==> config.mk <==
export PLATFORM = sky130hd
export DESIGN_NAME = apb_master_bridge
export DESIGN_NICKNAME = d
export VERILOG_FILES = /design/src/rtl/apb_master_bridge.sv
export SDC_FILE = /design/constraint.sdc
export NUM_CORES = 1
export LEC_CHECK = 0
export ABC_CLOCK_PERIOD_IN_PS = 2100
export BUFFER_PORTS_ARGS = -buffer_cell sky130_fd_sc_hd__buf_2
export CORE_MARGIN = 2
export CORE_UTILIZATION = 45
export CTS_CLUSTER_SIZE = 40
export DETAILED_ROUTE_END_ITERATION = 16
export PLACE_DENSITY = 0.72
export SETUP_SLACK_MARGIN = 0.05
export SLEW_MARGIN = 20
export SYNTH_ARGS = -nofsm -noshare
export SYNTH_HDL_FRONTEND = slang
export SYNTH_SLANG_ARGS = --single-unit
export TNS_END_PERCENT = 1
==> constraint.sdc <==
create_clock -name pclk -period 2.1 [get_ports pclk]
set_clock_uncertainty 0.1 [all_clocks]
set_input_delay 0.42 -clock pclk [delete_from_list [all_inputs] [get_ports pclk]]
set_output_delay 0.42 -clock pclk [all_outputs]
set_load 0.02 [all_outputs]
==> src/rtl/apb_master_bridge.sv <==
// rtl/apb_master_bridge.sv - single-outstanding APB3 requester with PREADY timeout
module apb_master_bridge #(
    parameter int ADDR_WIDTH = 8,
    parameter int DATA_WIDTH = 8,
    parameter int TIMEOUT    = 16,
    parameter int TO_CNT_W   = 8
) (
    input  logic                  pclk,
    input  logic                  presetn,
    input  logic                  cmd_valid,
    output logic                  cmd_ready,
    input  logic                  cmd_write,
    input  logic [ADDR_WIDTH-1:0] cmd_addr,
    input  logic [DATA_WIDTH-1:0] cmd_wdata,
    output logic                  rsp_valid,
    input  logic                  rsp_ready,
    output logic [DATA_WIDTH-1:0] rsp_rdata,
    output logic                  rsp_err,
    output logic                  rsp_timeout,
    output logic                  busy,
    output logic                  psel,
    output logic                  penable,
    output logic                  pwrite,
    output logic [ADDR_WIDTH-1:0] paddr,
    output logic [DATA_WIDTH-1:0] pwdata,
    input  logic [DATA_WIDTH-1:0] prdata,
    input  logic                  pready,
    input  logic                  pslverr
);

    typedef enum logic [1:0] {IDLE, SETUP, ACCESS, RESP} state_t;

    localparam logic [TO_CNT_W-1:0] TO_LAST = TO_CNT_W'(TIMEOUT - 1);

    state_t                  state;
    state_t                  state_nxt;
    logic                    lat_write;
    logic [ADDR_WIDTH-1:0]   lat_addr;
    logic [DATA_WIDTH-1:0]   lat_wdata;
    logic [TO_CNT_W-1:0]     to_cnt;
    logic [DATA_WIDTH-1:0]   rdata_q;
    logic                    err_q;
    logic                    timeout_q;
    logic                    timeout_hit;

    // Current wait cycle is the TIMEOUT-th consecutive one without pready.
    assign timeout_hit = (TIMEOUT != 0) && (to_cnt == TO_LAST);

    always_ff @(posedge pclk or negedge presetn) begin
        if (!presetn) begin
            state <= IDLE;
        end else begin
            state <= state_nxt;
        end
    end

    always_comb begin
        state_nxt   = state;
        cmd_ready   = 1'b0;
        busy        = 1'b1;
        psel        = 1'b0;
        penable     = 1'b0;
        pwrite      = 1'b0;
        paddr       = '0;
        pwdata      = '0;
        rsp_valid   = 1'b0;
        rsp_rdata   = '0;
        rsp_err     = 1'b0;
        rsp_timeout = 1'b0;
        case (state)
            IDLE: begin
                cmd_ready = 1'b1;
                busy      = 1'b0;
                if (cmd_valid) begin
                    state_nxt = SETUP;
                end
            end
            SETUP, ACCESS: begin
                psel    = 1'b1;
                penable = (state == ACCESS);
                pwrite  = lat_write;
                paddr   = lat_addr;
                pwdata  = lat_write ? lat_wdata : '0;
                if (state == SETUP) begin
                    state_nxt = ACCESS;
                end else if (pready || timeout_hit) begin
                    state_nxt = RESP;
                end
            end
            RESP: begin
                rsp_valid   = 1'b1;
                rsp_rdata   = rdata_q;
                rsp_err     = err_q;
                rsp_timeout = timeout_q;
                if (rsp_ready) begin
                    state_nxt = IDLE;
                end
            end
            default: state_nxt = IDLE;
        endcase
    end

    always_ff @(posedge pclk or negedge presetn) begin
        if (!presetn) begin
            lat_write <= 1'b0;
            lat_addr  <= '0;
            lat_wdata <= '0;
            to_cnt    <= '0;
            rdata_q   <= '0;
            err_q     <= 1'b0;
            timeout_q <= 1'b0;
        end else begin
            if (state == IDLE && cmd_valid) begin
                lat_write <= cmd_write;
                lat_addr  <= cmd_addr;
                lat_wdata <= cmd_wdata;
                to_cnt    <= '0;
            end
            if (state == ACCESS) begin
                if (pready) begin
                    rdata_q   <= lat_write ? '0 : prdata;
                    err_q     <= pslverr;
                    timeout_q <= 1'b0;
                end else begin
                    to_cnt <= to_cnt + 1'b1;
                    if (timeout_hit) begin
                        rdata_q   <= '0;
                        err_q     <= 1'b1;
                        timeout_q <= 1'b1;
                    end
                end
            end
        end
    end

endmodule
==> flow_summary.ini <==
[run_status]
outcome = finished, final reports clean

[critical_path]
worst_r2r_startpoint = state[0]$_DFFE_PN0P_
critPathArrivalTime_ns = 1.52
worst_ep_required_time_ns = 1.58
crit_chain = inv_2, ha_4, buf_4, and2_1, buf_2
critical_path.endpoint_type = output pin
timing.critical_path.fanout_max = 10
cp-startpoint = state[0]$_DFFE_PN0P_
critPathSlowestCell = sky130_fd_sc_hd__dfrtp_1
cp-start-kind = flop
timing_worst_setup_path_type = reg -> out
critical-path-max-stage-delay_ns = 0.43

[floorplanning]
vertical_die_dimension_um = 70.0
coreArea_um2 = 4260
pin_count = 63
chipWidth_um = 70.0
num_rows = 24
start_util_pct = 46.0
design.die.area_um2 = 4900

[sta]
final.period_utilization_pct = 97.2
hold_violations = 0
report.final.slew_viol_count = 0
max_freq_ghz = 0.490
timing.final.crit_period_ns = 2.04
final.setup.tns_ns = 0
whs_ns = 0.256
slew_headroom_pct = 73.1
rsz0062_at_grt = true
worst-slew-pin-transition_ns = 0.394
worst_slack_ns = 0.0580
report.final.setup_viol = 0

[logic_synthesis]
postSynthNetCount = 215
synth-seq-cells = 37
synth_warnings = 0
syn-cell-area_um2 = 1960
avgSynthCellArea_um2 = 11.0
synthSimpleGateAreaFrac_pct = 18.8
combinational_family_with_the_most_area_after_synthesis = simple AND/OR/NAND/NOR gates
synthCells = 178
synthMuxAreaShare_pct = 12.4
number_of_library_cell_types_mapped_by_synthesis = 34
synth-compound-area-share_pct = 13.1
synth_xor_area_share_pct = 0
ys_seq_area_share_pct = 47.2
synth_fa_ha_area_share_pct = 3.83

[power_and_ir_drop]
cellLeakagePower_nw = 1.22
part_of_the_total_power_dissipated_in_combinational_logic_pct = 57.2
switching_power_mw = 1.55
vdd_drop_max_mv = 0.889
clock_power_share_pct = 13.0
power_frac_seq_pct = 29.8
powerDensity_nw_per_um2 = 1540
power_mw = 3.88
internal_power_mw = 2.32
sw_frac_of_total_pct = 40.0

[clocking]
worst_skew_pair.late_latency_ns = 0.29
tritoncts = built
tritoncts_num_sinks = 37
cts_max_level = 2
cts_inserted_buffers = 5
ctsLongestPathBuffers = 2
clk_transition_reported_paths_ns = 0.07
clk_root_buffer_cell = sky130_fd_sc_hd__clkbuf_8

[grt]
grt_pass1_vias = 1545
antenna_found_initial = 0
pin_count_of_the_biggest_net_entering_global_routing = 38
grt_pass1_wl_mm = 6.92
grt.total_usage_pct = 17.7
grt_overflow_total = 0

[finish]
drive_above_1_share_pct = 45.6
stdcell_count = 293
utilization_pct = 59.0
nets = 278
flow.area_growth_from_synthesis_pct = 28.3
post-route-cell-area_um2 = 2510
layout_common_cells = 49 x sky130_fd_sc_hd__buf_2, 37 x sky130_fd_sc_hd__dfrtp_1, 19 x sky130_fd_sc_hd__and2_1
fill_cells = 360
mostFrequentLayoutCell = sky130_fd_sc_hd__buf_2
diodes = 0

[routing]
drcViolationCount = 0
detail_route.first_pass.iterations = 4
route.vias.total = 1601
route.detailed.wl_per_inst_um = 14.4
routed_wirelength_mm = 4.23
final_antenna_net_count = 0
detailed_router_s_first_iteration_violation_count = 46
avgViaCountPerCell = 5.46

[placement]
gpl.final_weighted_congestion = 0.814
dp_worst_setup_slack_ns = 0.106
placed_area_um2 = 2310
dp_hpwl_mm = 2.91
numPlacedInstances = 283
total_of_buffers_placed_on_input_and_output_ports = 62

[min_path]
min_path_type = in -> reg
hp-start = cmd_wdata[3]

[run]
max_cap_violations = 0
==> flip-flops by register name, summed over array words and instances (netlist names) <==
name and flops:
lat_addr 8, lat_wdata 8, rdata_q 8, to_cnt 8, state 2, err_q 1, lat_write 1, timeout_q 1
==> worst max-delay path, delay by kind of cell (launching register included) <==
kind,cells,cell delay (ns)
buf+inv,3,0.43
fa+ha+maj,1,0.22
simple gates,1,0.15
flops,1,0.43
==> power groups by stage <==
stage | clock network [mW] | logic [mW] | registers, mW
6_report | 0.505 | 2.22 | 1.16
5_1_grt | 0.550 | 2.39 | 1.19
4_1_cts | 0.517 | 2.00 | 1.15
3_5_place_dp | 0 | 1.95 | 1.16
3_3_place_gp | 0 | 1.93 | 1.15
2_1_floorplan | 0 | 1.47 | 1.11
==> final timing paths <==
kind	end	slack, ns	cells after the start
worst max-delay path	paddr[1]	0.06	5
worst min-delay path	lat_wdata[3]$_DFFE_PN0P_	0.26	2
worst max register to register	rdata_q[1]$_DFFE_PN0P_	0.21	5
worst min register to register	lat_addr[4]$_DFFE_PN0P_	0.40	1
max in group asynchronous	to_cnt[6]$_DFF_PN0_	1.18	3
min in group asynchronous	lat_addr[2]$_DFFE_PN0P_	0.52	3
==> routing by layer <==
| metal | wire length, um | global-route usage (%) | vias up |
|---|---|---|---|
| met3 | 247 | 3.61 | 8 |
| met2 | 2100 | 30.6 | 55 |
| met5 | 0 | 0 | - |
| met4 | 57 | 5.77 | 0 |
| li1 | - | - | 768 |
| met1 | 1830 | 22.3 | 770 |
==> synthesized netlist by cell type, drive strengths merged <==
cell type | number | area, um2
dfrtp | 37 | 926
a311oi | 1 | 8.76
a2111oi | 1 | 8.76
ha | 6 | 75.1
o22ai | 1 | 6.26
buf | 6 | 42.5
inv | 6 | 22.5
nor3b | 1 | 7.51
or4 | 1 | 7.51
nor3 | 1 | 5.00
o211ai | 1 | 7.51
mux2i | 4 | 40.0
a22o | 8 | 70.1
mux2 | 18 | 203
a31o | 8 | 70.1
and3b | 2 | 18.8
a31oi | 3 | 18.8
nand2b | 3 | 26.3
and2 | 19 | 119
nand3 | 7 | 35.0
nor4 | 1 | 21.3
a41oi | 2 | 17.5
nand2 | 10 | 40.0
a21oi | 6 | 30.0
o21ai | 4 | 20.0
and3 | 11 | 68.8
nor2 | 1 | 3.75
nand4 | 1 | 6.26
clkbuf | 7 | 26.3
and2b | 1 | 8.76
==> layout make-up <==
cell class	instances	area, um2	share of cell area [%]
Clock inverter	1	7.51	0.299
Timing Repair Buffer	69	452	18.0
Tap cell	52	65.1	2.59
Clock buffer	6	82.6	3.28
Sequential cell	37	926	36.8
Multi-Input combinational cell	122	960	38.2
Inverter	6	22.5	0.896
==> cell families (layout without fill, tap and decap cells) <==
family | Yosys count | count (layout)
flip-flops | 37 | 37
AND/OR/NAND/NOR | 59 | 59
buffers and inverters | 19 | 82
adder cells (fa/ha/maj) | 6 | 6
multiplexers | 22 | 22
AO/OA/AOI/OAI | 35 | 35
==> repair_timing <==
action,in CTS,in global routing
endpoints found under the setup margin,23,33
pin swaps,1,1
setup buffers,0,2
hold endpoints to repair,37,0
hold buffers,1,0
resized for setup,1,27
Note: power is estimated with default switching activity, not from simulation.
